--- config.mk ---
export PLATFORM = sky130hd
export DESIGN_NAME = arbt_rr_sink_fifo_flat
export DESIGN_NICKNAME = d
export VERILOG_FILES = /design/src/rtl/arbt_rr_sink_fifo_pkg.sv /design/src/rtl/arbt_rr_sink_fifo_if.sv /design/src/rtl/arbt_rr_sink_fifo_mem.sv /design/src/rtl/arbt_rr_sink_fifo.sv /design/src/flat_wrapper.sv
export SDC_FILE = /design/constraint.sdc
export NUM_CORES = 1
export LEC_CHECK = 0
export BUFFER_PORTS_ARGS = -buffer_cell sky130_fd_sc_hd__clkbuf_2
export CAP_MARGIN = 10
export CORE_ASPECT_RATIO = 1.75
export CORE_MARGIN = 2
export CORE_UTILIZATION = 50
export DETAILED_ROUTE_END_ITERATION = 8
export PLACE_DENSITY_LB_ADDON = 0.1
export SYNTH_ARGS = -nofsm -noshare
export SYNTH_HDL_FRONTEND = slang
export SYNTH_SLANG_ARGS = --single-unit
--- constraint.sdc ---
create_clock -name clk_i -period 2.71 [get_ports clk_i]
set_input_delay 0.1355 -clock clk_i [delete_from_list [all_inputs] [get_ports clk_i]]
set_output_delay 0.1355 -clock clk_i [all_outputs]
set_load 0.02 [all_outputs]
--- src/rtl/arbt_rr_sink_fifo_pkg.sv ---
// Shared helpers for the arbiter sink FIFO: pointer/count sizing, depth legality
// and the per-cycle push/pop operation encoding.
package arbt_rr_sink_fifo_pkg;

  typedef enum logic [1:0] {
    OP_IDLE = 2'b00,
    OP_POP  = 2'b01,
    OP_PUSH = 2'b10,
    OP_BOTH = 2'b11
  } fifo_op_e;

  function automatic int ptr_width(input int depth);
    return (depth > 1) ? $clog2(depth) : 1;
  endfunction

  // One extra bit so the count can represent a completely full FIFO.
  function automatic int cnt_width(input int depth);
    return $clog2(depth) + 1;
  endfunction

  function automatic bit is_pow2(input int depth);
    return (depth >= 2) && ((depth & (depth - 1)) == 0);
  endfunction

endpackage

--- src/rtl/arbt_rr_sink_fifo_if.sv ---
// Arbiter-side handshake plus downstream valid/ready stream and FIFO status.
interface arbt_rr_sink_fifo_if
  import arbt_rr_sink_fifo_pkg::*;
#(
  parameter int DATA_WIDTH = 32,
  parameter int DEPTH      = 4
);
  localparam int CNT_W = cnt_width(DEPTH);

  logic                  flush;
  logic [DATA_WIDTH-1:0] arbt_data;
  logic                  arbt_rdy;
  logic                  arbt_ack;
  logic [DATA_WIDTH-1:0] data;
  logic                  valid;
  logic                  ready;
  logic [CNT_W-1:0]      count;
  logic                  full;
  logic                  empty;
  logic                  almost_full;

  modport master (
    output flush, arbt_data, arbt_rdy, ready,
    input  arbt_ack, data, valid, count, full, empty, almost_full
  );

  modport slave (
    input  flush, arbt_data, arbt_rdy, ready,
    output arbt_ack, data, valid, count, full, empty, almost_full
  );

endinterface

--- src/rtl/arbt_rr_sink_fifo_mem.sv ---
// DEPTH x DATA_WIDTH flop array: synchronous write, asynchronous read.
module fifo_mem_1w1r
  import arbt_rr_sink_fifo_pkg::*;
#(
  parameter int                    DATA_WIDTH = 32,
  parameter int                    DEPTH      = 4,
  parameter logic [DATA_WIDTH-1:0] RESET_VAL  = '0,
  localparam int                   AW         = ptr_width(DEPTH)
) (
  input  logic                  clk_i,
  input  logic                  rst_ni,
  input  logic                  we,
  input  logic [AW-1:0]         waddr,
  input  logic [DATA_WIDTH-1:0] wdata,
  input  logic [AW-1:0]         raddr,
  output logic [DATA_WIDTH-1:0] rdata
);

  logic [DATA_WIDTH-1:0] mem [DEPTH];

  always_ff @(posedge clk_i or negedge rst_ni) begin
    if (!rst_ni) begin
      for (int i = 0; i < DEPTH; i++) mem[i] <= RESET_VAL;
    end else if (we) begin
      mem[waddr] <= wdata;
    end
  end

  assign rdata = mem[raddr];

endmodule

--- src/rtl/arbt_rr_sink_fifo.sv ---
// FWFT FIFO between the round-robin arbiter and the next stage; acks the arbiter
// only when a slot is free, so downstream backpressure never reaches arbitration.
module arbt_rr_sink_fifo
  import arbt_rr_sink_fifo_pkg::*;
#(
  parameter int                    DATA_WIDTH = 32,
  parameter int                    DEPTH      = 4,
  parameter int                    AF_THRESH  = DEPTH - 1,
  parameter logic [DATA_WIDTH-1:0] RESET_VAL  = '0
) (
  input  logic              clk_i,
  input  logic              rst_ni,
  arbt_rr_sink_fifo_if.slave bus
);

  localparam int PTR_W = ptr_width(DEPTH);
  localparam int CNT_W = cnt_width(DEPTH);

  logic [PTR_W-1:0] wr_ptr;
  logic [PTR_W-1:0] rd_ptr;
  logic [CNT_W-1:0] count;
  logic             full;
  logic             empty;
  logic             push;
  logic             pop;
  fifo_op_e         op;

  assign full  = (count == CNT_W'(DEPTH));
  assign empty = (count == '0);

  // Ack never depends on ready: it sees only registered full, flush and arbiter
  // inputs. Reset is folded in so a word offered during reset is not dropped.
  assign push = rst_ni & bus.arbt_rdy & ~full & ~bus.flush;
  assign pop  = ~empty & bus.ready & ~bus.flush;
  assign op   = fifo_op_e'({push, pop});

  always_ff @(posedge clk_i or negedge rst_ni) begin
    if (!rst_ni) begin
      wr_ptr <= '0;
      rd_ptr <= '0;
      count  <= '0;
    end else if (bus.flush) begin
      wr_ptr <= '0;
      rd_ptr <= '0;
      count  <= '0;
    end else begin
      if (push) wr_ptr <= wr_ptr + PTR_W'(1);
      if (pop)  rd_ptr <= rd_ptr + PTR_W'(1);
      unique case (op)
        OP_PUSH: count <= count + CNT_W'(1);
        OP_POP:  count <= count - CNT_W'(1);
        default: ;
      endcase
    end
  end

  fifo_mem_1w1r #(
    .DATA_WIDTH (DATA_WIDTH),
    .DEPTH      (DEPTH),
    .RESET_VAL  (RESET_VAL)
  ) u_mem (
    .clk_i  (clk_i),
    .rst_ni (rst_ni),
    .we     (push),
    .waddr  (wr_ptr),
    .wdata  (bus.arbt_data),
    .raddr  (rd_ptr),
    .rdata  (bus.data)
  );

  assign bus.arbt_ack    = push;
  assign bus.valid       = ~empty;
  assign bus.count       = count;
  assign bus.full        = full;
  assign bus.empty       = empty;
  assign bus.almost_full = (32'(count) >= AF_THRESH);

`ifndef SYNTHESIS
  a_depth_pow2: assert property (@(posedge clk_i) is_pow2(DEPTH));
  a_no_push_full: assert property (@(posedge clk_i) disable iff (!rst_ni) !(push && full));
  a_no_pop_empty: assert property (@(posedge clk_i) disable iff (!rst_ni) !(pop && empty));
  a_count_max: assert property (@(posedge clk_i) disable iff (!rst_ni) count <= CNT_W'(DEPTH));
  a_ack_rdy: assert property (@(posedge clk_i) disable iff (!rst_ni) bus.arbt_ack |-> bus.arbt_rdy);
  a_data_hold: assert property (@(posedge clk_i) disable iff (!rst_ni)
    (bus.valid && !bus.ready && !bus.flush) |=> $stable(bus.data));
`endif

endmodule

--- src/flat_wrapper.sv ---
// flat-port wrapper written by rule: the top's interface ports become plain ports
module arbt_rr_sink_fifo_flat import arbt_rr_sink_fifo_pkg::*;
#(
  parameter int                    DATA_WIDTH = 32,
  parameter int                    DEPTH      = 4,
  parameter int                    AF_THRESH  = DEPTH - 1,
  parameter logic [DATA_WIDTH-1:0] RESET_VAL  = '0
)
  (clk_i, rst_ni, bus_flush, bus_arbt_data, bus_arbt_rdy, bus_ready, bus_arbt_ack, bus_data, bus_valid, bus_count, bus_full, bus_empty, bus_almost_full);
  arbt_rr_sink_fifo_if #(.DATA_WIDTH(DATA_WIDTH), .DEPTH(DEPTH)) bus_i ();
  input  logic clk_i;
  input  logic rst_ni;
  input wire logic [$bits(bus_i.flush)-1:0] bus_flush;
  input wire logic [$bits(bus_i.arbt_data)-1:0] bus_arbt_data;
  input wire logic [$bits(bus_i.arbt_rdy)-1:0] bus_arbt_rdy;
  input wire logic [$bits(bus_i.ready)-1:0] bus_ready;
  output wire logic [$bits(bus_i.arbt_ack)-1:0] bus_arbt_ack;
  output wire logic [$bits(bus_i.data)-1:0] bus_data;
  output wire logic [$bits(bus_i.valid)-1:0] bus_valid;
  output wire logic [$bits(bus_i.count)-1:0] bus_count;
  output wire logic [$bits(bus_i.full)-1:0] bus_full;
  output wire logic [$bits(bus_i.empty)-1:0] bus_empty;
  output wire logic [$bits(bus_i.almost_full)-1:0] bus_almost_full;
  assign bus_i.flush = bus_flush;
  assign bus_i.arbt_data = bus_arbt_data;
  assign bus_i.arbt_rdy = bus_arbt_rdy;
  assign bus_i.ready = bus_ready;
  assign bus_arbt_ack = bus_i.arbt_ack;
  assign bus_data = bus_i.data;
  assign bus_valid = bus_i.valid;
  assign bus_count = bus_i.count;
  assign bus_full = bus_i.full;
  assign bus_empty = bus_i.empty;
  assign bus_almost_full = bus_i.almost_full;
  arbt_rr_sink_fifo #(.DATA_WIDTH(DATA_WIDTH), .DEPTH(DEPTH), .AF_THRESH(AF_THRESH), .RESET_VAL(RESET_VAL)) u_core (.clk_i(clk_i), .rst_ni(rst_ni), .bus(bus_i));
endmodule
## Word level (Yosys, flattened, before mapping)

Index checks and enable logic that the tools add are counted.

| cells by class | value |
|---|---|
| $add $sub $neg | 4 |
| order comparisons | 4 |
| equal/unequal tests | 3 |
| multiplexer cells | 12 |
| bitwise operators | 10 |
| reductions and logical operators | 5 |

Operators with widths:

| cell | number |
|---|---|
| 128-bit bitwise mux | 1 |
| 32-bit 2-to-1 mux | 3 |
| 32-bit binary-select mux with 2-bit select | 1 |
| 32-bit demux with 2-bit select | 1 |
| 2-bit 2-to-1 mux | 4 |
| 3-bit greater-or-equal comparator (second input constant) | 2 |
| 2-bit inverter with 3-bit output | 2 |
| 3-bit one-hot mux with 2 select lines | 1 |
| 1-bit AND | 5 |
| 2-bit by 1-bit adder with 2-bit output (second input constant) | 2 |
| 2-bit nonzero test | 2 |
| 3-bit by 1-bit adder with 3-bit output (second input constant) | 1 |
| 3-bit == test (second input constant) | 1 |
| 3-bit by 2-bit greater-or-equal comparator with 1-bit output (second input constant) | 1 |
| 3-bit zero test | 1 |
| 3-bit by 1-bit less-than comparator with 1-bit output (second input constant) | 1 |
| 3-bit 2-to-1 mux | 1 |
| 1-bit inverter | 3 |
| 3-bit nonzero test | 1 |
| 3-bit by 1-bit subtractor with 3-bit output (second input constant) | 1 |
| 2-bit by 1-bit == test with 1-bit output (second input constant) | 1 |
| 2-bit == test (second input constant) | 1 |
| 1-bit logical AND | 1 |

| word-level totals | value |
|---|---|
| register bits after elaboration | 135 |
| input port bits | 37 |
| output and inout bits | 40 |
| word-level logic and storage cells | 45 |

## Logic depth before layout (Yosys ltp)

Gate-level depths: netlist of run 1.

| depth | value |
|---|---|
| word-level depth | 7 |
| depth in mapped cells | 7 |

## Cells and area by module

Synthesis of run 1 repeated with hierarchy kept, for this count alone.

| second synthesis, totals | value |
|---|---|
| cells, all modules | 356 |
| area, all modules | 5965.7 um^2 |

By module, submodules not included:

| module | instances | cells each | area an instance (um^2) | seq. area each (um^2) |
|---|---|---|---|---|
| fifo_mem_1w1r | 1 | 311 | 5504.0 | 3203.1 |
| arbt_rr_sink_fifo | 1 | 45 | 461.7 | 175.2 |

## Least setup slack after synthesis of run 1

OpenSTA, ideal clock, no wires.

| timing path | value |
|---|---|
| kind | flip-flop to flip-flop |
| from | reg u_core.count[0] (netlist: u_core.bus.count[0]) |
| to | reg u_core.count[2] (netlist: u_core.bus.count[2]) |
| data arrival time | 2.227 ns |
| required time | 2.628 ns |
| setup slack | 0.401 ns |
| cell stages (with the launch flop) | 8 |
| buffers on the path | 0 |
| period minus slack after synthesis | 2.309 ns |
| cells stage by stage | dfrtp_1 or3_1 nand2_1 nor3_1 fa_1 nor4b_1 o21ai_0 a31oi_1 |

| on the way | value |
|---|---|
| word-level cells in the longest chain between the ends | 7 |
| elaborated cells on any way between the ends | 15 |
| classes of those cells | add/sub (2); eq/ne (3); mux (2); bitwise (6); reduce/logical (2) |

Ends and longest elaborated chain:

| element | line | RTL |
|---|---|---|
| start: declaration | arbt_rr_sink_fifo.sv:21 | `logic [CNT_W-1:0] count;` |
| start signal: assignment | arbt_rr_sink_fifo.sv:50 | `OP_PUSH: count <= count + CNT_W'(1);` |
| start signal: assignment | arbt_rr_sink_fifo.sv:51 | `OP_POP: count <= count - CNT_W'(1);` |
| 3-bit zero test * | arbt_rr_sink_fifo.sv:29 | `assign empty = (count == '0);` |
| 1-bit inverter * | - |  |
| via bus_valid | flat_wrapper.sv:19 | `output wire logic [$bits(bus_i.valid)-1:0] bus_valid;` |
| 1-bit AND * (2 in series) | arbt_rr_sink_fifo.sv:34 | `assign pop = ~empty & bus.ready & ~bus.flush;` |
| 2-bit by 1-bit == test with 1-bit output or 2-bit == test (tied branches) | arbt_rr_sink_fifo.sv:49 | `unique case (op)` |
| 3-bit one-hot mux with 2 select lines | arbt_rr_sink_fifo.sv:49 |  |
| 3-bit 2-to-1 mux | arbt_rr_sink_fifo.sv:42 | `end else if (bus.flush) begin` |

Mark *: on every way through the listed nets, which the timed path passes. The rest lies on a longest branch.
A chain may end at the register's enable or synchronous reset.

## Worst setup path after layout of run 1

| timing path | value |
|---|---|
| from | reg u_core.count[0] (netlist: u_core.bus.count[0]) |
| to | reg u_core.count[2] (netlist: u_core.bus.count[2]) |

| on the way | value |
|---|---|
| word-level cells in the longest chain between the ends | 7 |
| elaborated cells on any way between the ends | 15 |
| classes of those cells | add/sub (2); eq/ne (3); mux (2); bitwise (6); reduce/logical (2) |

Ends and longest elaborated chain:

| element | line |
|---|---|
| 3-bit == test or 3-bit zero test (tied branches) | arbt_rr_sink_fifo.sv:28, arbt_rr_sink_fifo.sv:29 |
| 1-bit inverter (on tied branches) | arbt_rr_sink_fifo.sv:33, arbt_rr_sink_fifo.sv:34 |
| 1-bit AND (on tied branches) (2 in series) | arbt_rr_sink_fifo.sv:33, arbt_rr_sink_fifo.sv:34 |
| 2-bit by 1-bit == test with 1-bit output or 2-bit == test (tied branches) | arbt_rr_sink_fifo.sv:49 |
| 3-bit one-hot mux with 2 select lines | arbt_rr_sink_fifo.sv:49 |
| 3-bit 2-to-1 mux | arbt_rr_sink_fifo.sv:42 |

Several ways; a longest one is shown, not always the timed one.

==> summary.md, run 1 <==
| Metric | Value |
|---|---|
| Status | `completed` |
| Initial antenna violation count | `0` |
| Max Slew Vio Count | `0` |
| Hold Path Class | `input port to flip-flop` |
| Final worst setup slack | `455 ps` |
| Peak supply drop | `0.634 mV` |
| Total design power | `7.55 mW` |
| Die Width | `87.4 µm` |
| Hold Slack | `15.2 ps` |
| Worst EP arrival | `2570 ps` |
| Post_cts resized | `0` |
| Origin of the critical flop-to-flop path | `u_core.bus.count[0]` |
| DP Worst Slack | `476 ps` |
| Sw Pwr | `2.31 mW` |
| H-Tree Depth | `4` |
| Worst setup path startpoint | `u_core.bus.count[0]` |
| Max-cap violations | `0` |
| Routability Congestion | `0.794` |
| Post-Synthesis Cells | `363` |
| Iteration-0 DRC Markers | `140` |
| Hold path start | `bus_arbt_data[6]` |
| Minimum clock period | `2250 ps` |
| Sequential area share after synthesis | `55.5%` |
| Avg Cell Area, Syn | `16.8 µm²` |
| Final TNS setup | `0 ps` |
| Post-DR wirelength/cell | `19.2 µm` |
| Seq pwr share | `38.0%` |
| Comb pwr share | `31.6%` |
| Antenna Nets Post-Route | `0` |
| Clock slew at reported path FFs | `60 ps` |
| Dpl cells | `567` |
| GRT Residual Overflow | `0` |
| CP Max Fanout | `8` |
| PortBufs | `76` |
| Final setup fails | `0` |
| Drt drc | `0` |
| Final core occ | `61.0%` |
| Post-Route WL | `11,700 µm` |
| Starting Density | `51.0%` |
| Non-Filler Instances | `609` |
| Count of cell types in the netlist | `31` |
| Internal Dissipation | `5.24 mW` |
| DR pass1 iterations | `4` |
| Final #Nets | `501` |
| Vias | `3,388` |
| CTS Buffer Depth | `2` |
| Dpl cell area | `6580 µm²` |
| Clock Power Share | `30.4%` |
| Layout cell share with drive strength beyond 1 | `60.8%` |
| Layout area overhead | `19.6%` |
| Number of global-route vias before repair | `3,782` |
| Synthesized area | `6090 µm²` |
| I/O pin count | `77` |
| Clk_skew | `5.25 ps` |
| Worst EP required | `3030 ps` |
| Vias per cell | `5.56` |
| Startpoint Class | `flip-flop` |
| Element type at the critical path end | `flip-flop` |
| First-pass GRT wire length | `19,200 µm` |
| Post-CTS Hold Buffers | `10` |
| Slew headroom | `39.3%` |
| Floorplan row count | `53` |
| CP Class | `flip-flop to flip-flop` |
| Die area | `13,100 µm²` |
| Largest net degree at the start of global routing | `74` |
| Leak pwr | `3.48 nW` |
| Seq cells post-synth | `135` |
| Switching share of power | `30.6%` |
| Non-Filler Cell Area, Final | `7280 µm²` |
| PD cells | `1040 nW/µm²` |
| Post-CTS Setup Bufs | `0` |
| Fillers | `936` |
| Worst-margin pin slew | `911 ps` |
| Final clock period utilization by the worst path | `83.2%` |
| Height of the die | `150 µm` |
| Total Routing Usage GR | `19.3%` |
| DP Wirelength | `7630 µm` |
| Syn Nets | `405` |
| RSZ-0062 raised after global routing | `no` |
| Worst-Skew Late Latency | `400 ps` |
| Peak Freq | `444 MHz` |
| CTS sink cnt | `135` |
| Total CTS buffers | `17` |
| Yosys warnings | `0` |
| Ant diodes | `0` |
| Core Box Area | `11,900 µm²` |
| Final Hold Viols | `0` |
| CTS tree | `built` |
| Root buffer cell | `clkbuf_16` |
## Yosys cell counts
| cell | count | area share (%) |
|---|---|---|
| nor3_4 | 1 | 0.27 |
| nor3_1 | 1 | 0.082 |
| xnor2_1 | 1 | 0.14 |
| o211ai_1 | 1 | 0.12 |
| nand2b_1 | 3 | 0.31 |
| nand2_1 | 3 | 0.19 |
| inv_1 | 3 | 0.19 |
| dfrtp_1 | 135 | 56 |
| o21ai_0 | 3 | 0.25 |
| fa_1 | 1 | 0.33 |
| buf_2 | 4 | 0.33 |
| mux2_4 | 8 | 2.0 |
| mux2_2 | 121 | 22 |
| a21o_1 | 1 | 0.12 |
| mux4_2 | 32 | 12 |
| nand2_2 | 4 | 0.41 |
| or3_1 | 1 | 0.10 |
| nor3b_4 | 1 | 0.31 |
| o2111ai_1 | 1 | 0.14 |
| a31oi_1 | 1 | 0.10 |
| ha_1 | 4 | 0.82 |
| a21oi_1 | 1 | 0.082 |
| and2_1 | 1 | 0.10 |
| nor2b_1 | 1 | 0.10 |
| nor2_1 | 7 | 0.43 |
| mux2i_1 | 1 | 0.16 |
| nand3_1 | 1 | 0.082 |
| buf_6 | 12 | 2.2 |
| clkbuf_1 | 5 | 0.31 |
| xor2_1 | 3 | 0.43 |
| nor4b_1 | 1 | 0.14 |
## area by class of cell
type | instances | area (µm²) | area share [%]
inverters | 3 | 11.3 | 0.155
well taps | 137 | 171 | 2.35
clock buffers | 19 | 443 | 6.08
clock inverters | 13 | 154 | 2.11
multi-input cells | 204 | 2520 | 34.7
flip-flops and latches | 135 | 3380 | 46.4
repair buffers | 98 | 598 | 8.22
## registers in the layout, summed over array words and instances (netlist names)
name,cells
u_core.u_mem.mem,128
u_core.wr_ptr,2
u_core.bus.count,3
u_core.rd_ptr,2
## worst paths after layout
path                                              to  slack (ps)  cells past startpoint
worst max register to register   u_core.bus.count[2]         460                      7
max in group asynchronous       u_core.u_mem.mem[69]         790                      4
worst min-delay path            u_core.u_mem.mem[38]          20                      2
min in group asynchronous       u_core.u_mem.mem[56]         490                      3
worst min register to register  u_core.u_mem.mem[40]         500                      1
worst max-delay path             u_core.bus.count[2]         460                      7
## per-layer routing
metal / vias up / part of all wire (%) / wire (µm) / track usage (%)
met5: - / 0 / 0 / 0
met4: 0 / 1.6 / 185 / 6.08
met3: 12 / 3.6 / 426 / 5.18
met2: 61 / 55 / 6440 / 34.1
met1: 1783 / 40 / 4650 / 22.5
li1: 1532 / - / - / -
## power groups by stage
stage	Clock [mW]	Combinational (mW)	Sequential, mW
finish	2.29	2.38	2.87
global route	2.45	2.57	2.94
CTS	2.35	2.43	2.87
detailed placement	0	2.41	2.90
global placement	0	2.36	2.87
floorplan	0	1.79	2.78
## critical path, stage by stage (launching register included)
cell     delay, ps
dfrtp_1        480
or3_1          440
nand2_1        160
nor3_1          70
fa_1           460
nor4b_1        300
o21ai_0        130
a31oi_1        140
## placed cells by master (no fill, tap or decap), types with 2 or more instances in the layout
cell / n
ha_1: 4
clkinvlp_4: 4
mux4_2: 32
dfrtp_1: 134
mux2_4: 8
clkbuf_2: 75
buf_12: 2
mux2_2: 121
clkinv_2: 5
dlygate4sd3_1: 10
nand2b_1: 3
nand2_1: 3
inv_1: 3
nor2_1: 7
buf_4: 11
o21ai_0: 3
xor2_1: 3
bufinv_16: 3
nand2_2: 4
clkbuf_16: 17
## cell families (layout without fill, tap and decap cells)
kind of cell	Yosys count	in the layout	share of synthesized area [%]
AO/OA/AOI/OAI	8	8	0.822
AND/OR/NAND/NOR	25	25	2.53
flip-flops	135	135	55.5
multiplexers	162	162	36.4
buffers and inverters	24	133	3.04
adder cells (fa/ha/maj)	5	5	1.15
XOR/XNOR	4	4	0.576
Note: power is estimated with default switching activity, not from simulation.
==> inputs of run 2 (changes only) <==
==> constraint.sdc (replaced) <==
create_clock -name clk_i -period 2.21 [get_ports clk_i]
set_input_delay 0.1105 -clock clk_i [delete_from_list [all_inputs] [get_ports clk_i]]
set_output_delay 0.1105 -clock clk_i [all_outputs]
set_load 0.02 [all_outputs]
==> run 2 against run 1 <==
Against the previous run:
- combinational power rose by 30%
- flip-flop and latch count stayed put
- wire length increased by 0.80%
- critical endpoint unchanged
==> summary.md, run 2 (same netlist as run 1, synthesis figures left out) <==
| Metric | Value |
|---|---|
| Max Slew Vio Count | `0 (unchanged)` |
| Ant diodes | `0 (unchanged)` |
| GRT met1 Usage | `24.7% (was 22.5%)` |
| Post-Route WL | `11,800 µm (was 11,700 µm)` |
| Floorplan row count | `53 (unchanged)` |
| Clock Power Share | `30.3% (was 30.4%)` |
| Number of global-route vias before repair | `3,838 (was 3,782)` |
| Dpl cells | `571 (was 567)` |
| Hold depth | `3 (was 2)` |
| Sw Pwr | `2.84 mW (was 2.31 mW)` |
| Vias | `3,507 (was 3,388)` |
| Crit path max-delay family | `simple AND/OR/NAND/NOR gates (unchanged)` |
| Die Width | `87.4 µm (unchanged)` |
| PD cells | `1230 nW/µm² (was 1040 nW/µm²)` |
| Starting Density | `51.0% (unchanged)` |
| CTS tree | `built (unchanged)` |
| Slew headroom | `50.5% (was 39.3%)` |
| Status | `completed (unchanged)` |
| I/O pin count | `77 (unchanged)` |
| Most frequent cells in the layout | `dfrtp_1, mux2_2, clkbuf_2 (unchanged)` |
| Max-cap violations | `0 (unchanged)` |
| Largest net degree at the start of global routing | `137 (was 74)` |
| Drt drc | `0 (unchanged)` |
| Antenna Nets Post-Route | `0 (unchanged)` |
| PortBufs | `76 (unchanged)` |
| CTS Buffer Depth | `2 (unchanged)` |
| Cell depth of the worst flop-to-flop path | `7 (unchanged)` |
| CP Max Fanout | `8 (unchanged)` |
| Die area | `13,100 µm² (unchanged)` |
| Final #Nets | `528 (was 501)` |
| Origin of the critical flop-to-flop path | `u_core.bus.count[2] (was u_core.bus.count[0])` |
| Height of the die | `150 µm (unchanged)` |
| Worst reg2reg path endpoint | `u_core.bus.count[2] (unchanged)` |
| Layout area overhead | `25.5% (was 19.6%)` |
| Worst EP required | `2530 ps (was 3030 ps)` |
| GRT busiest layer | `met2 (unchanged)` |
| DR pass1 iterations | `4 (unchanged)` |
| Initial antenna violation count | `0 (unchanged)` |
| Final TNS setup | `0 ps (unchanged)` |
| Hold path start | `bus_arbt_rdy (was bus_arbt_data[6])` |
| Final setup fails | `0 (unchanged)` |
| Final clock period utilization by the worst path | `92.3% (was 83.2%)` |
| Comb pwr share | `33.0% (was 31.6%)` |
| Worst-margin pin slew | `742 ps (was 911 ps)` |
| Largest register by flop count | `u_core.u_mem.mem (unchanged)` |
| First-pass GRT wire length | `19,300 µm (was 19,200 µm)` |
| CP cell instances | `or3_4 -> nand2_1 -> nor3_1 -> fa_2 -> nor4b_1 -> o21ai_0 -> a31oi_1 (was or3_1 -> nand2_1 -> nor3_1 -> fa_1 -> nor4b_1 -> o21ai_0 -> a31oi_1)` |
| Minimum clock period | `2040 ps (was 2250 ps)` |
| Vias per cell | `5.51 (was 5.56)` |
| CTS sink cnt | `135 (unchanged)` |
| Commonest non-fill, non-tap cell in the layout | `dfrtp_1 (unchanged)` |
| Worst EP arrival | `2360 ps (was 2570 ps)` |
| Post-CTS Setup Bufs | `0 (unchanged)` |
| GR Layer Usage met2 | `33.4% (was 34.1%)` |
| Clock slew at reported path FFs | `50 ps (was 60 ps)` |
| Worst Path Buf+Inv | `0 (unchanged)` |
| Post-DR wirelength/cell | `18.6 µm (was 19.2 µm)` |
| Core Box Area | `11,900 µm² (unchanged)` |
| Biggest regs | `u_core.u_mem.mem: 128 flops, u_core.bus.count: 3 flops (unchanged)` |
| Endpoint, Worst Hold | `u_core.bus.count[2] (was u_core.u_mem.mem[38])` |
| Max stage delay on crit path | `440 ps (was 480 ps)` |
| Slowest CP cell | `dfrtp_1 (unchanged)` |
| Layout cell share with drive strength beyond 1 | `59.1% (was 60.8%)` |
| Total CTS buffers | `17 (unchanged)` |
| Hold Path Class | `input port to flip-flop (unchanged)` |
| RSZ-0062 raised after global routing | `no (unchanged)` |
| Root buffer cell | `clkbuf_16 (unchanged)` |
| Routability Congestion | `0.770 (was 0.794)` |
| Clk_skew | `9.37 ps (was 5.25 ps)` |
| Internal Dissipation | `6.55 mW (was 5.24 mW)` |
| Worst-Skew Late Latency | `410 ps (was 400 ps)` |
| Largest register FFs | `128 (unchanged)` |
| Leak pwr | `3.62 nW (was 3.48 nW)` |
| H-Tree Depth | `4 (unchanged)` |
| Element type at the critical path end | `flip-flop (unchanged)` |
| Startpoint Class | `flip-flop (unchanged)` |
| Peak Freq | `490 MHz (was 444 MHz)` |
| Peak supply drop | `0.661 mV (was 0.634 mV)` |
| Switching share of power | `30.3% (was 30.6%)` |
| GRT Residual Overflow | `0 (unchanged)` |
| R2r setup slk | `170 ps (was 460 ps)` |
| Final Hold Viols | `0 (unchanged)` |
| Iteration-0 DRC Markers | `149 (was 140)` |
| CP Class | `flip-flop to flip-flop (unchanged)` |
| DP Wirelength | `7370 µm (was 7630 µm)` |
| Non-Filler Instances | `636 (was 609)` |
| Total Routing Usage GR | `19.7% (was 19.3%)` |
| Met3 Usage GRT | `4.14% (was 5.18%)` |
| Seq pwr share | `36.8% (was 38.0%)` |
-- run 2: changes by cell type in the layout (fill, tap and decap cells not counted), sizes merged --
cell	delta
dlygate4sd3	+23
buf	+4
clkbuf	+1
clkinv	-1
clkinvlp	+1
inv	-1
-- run 2: what timing repair did --
action                                 4_1_cts  5_1_grt
gates resized for setup                      0        1
setup endpoints to repair                    0        1
hold buffers                                33        0
endpoints found under the hold margin      257        0
-- run 2: area by class of cell --
| cell class | count | area [µm²] |
|---|---|---|
| well taps | 137 | 171 |
| flip-flops and latches | 135 | 3380 |
| repair buffers | 125 | 937 |
| clock buffers | 20 | 457 |
| inverters | 3 | 11.3 |
| multi-input cells | 204 | 2530 |
| fillers | 878 | 4300 |
| clock inverters | 12 | 151 |
-- run 2: layer usage --
metal  wire (µm)  vias to the layer above
met5           0                        -
met1        4890                     1840
met3         321                       13
met2        6420                       56
li1            -                     1598
met4         163                        0
-- run 2: tightest hold or removal path, stage by stage --
cell	delay (ps)
clkbuf_2	90
o2111ai_1	80
a31oi_1	90
-- run 2: worst max-delay path by stage --
stage,from,endpoint,slack (ps),depth (start not counted)
4_1_cts,u_core.bus.count[2],u_core.bus.count[2],80,7
2_1_floorplan,u_core.bus.count[2],u_core.bus.count[2],30,7
3_3_place_gp,u_core.bus.count[2],u_core.bus.count[2],150,7
6_report,u_core.bus.count[2],u_core.bus.count[2],170,7
3_5_place_dp,u_core.bus.count[2],u_core.bus.count[2],90,7
5_1_grt,u_core.bus.count[2],u_core.bus.count[2],20,7
-- run 2: power by group through the flow --
stage                     sequential, mW  clock [mW]  combinational, mW
after global routing                3.53        3.02               3.35
after floorplan                     3.41           0               2.21
after CTS                           3.45        2.91               3.16
final                               3.45        2.84               3.10
after detailed placement            3.49           0               3.10
after global placement              3.45           0               3.05
-- run 2: per-stage QoR --
stage                     instance area (µm²)  hold WS, ps  worst slack (ps)  util, %  total power [mW]
after floorplan                          6090         -185              28.0        -              5.62
after global placement                   6700          288               154     56.1              6.50
after detailed placement                 6700          300              93.6     56.1              6.59
after CTS                                7640         12.6              81.4     64.0              9.52
after global routing                     7640         32.7              17.8     64.0              9.90
final                                    7640         24.8               171     64.0              9.39
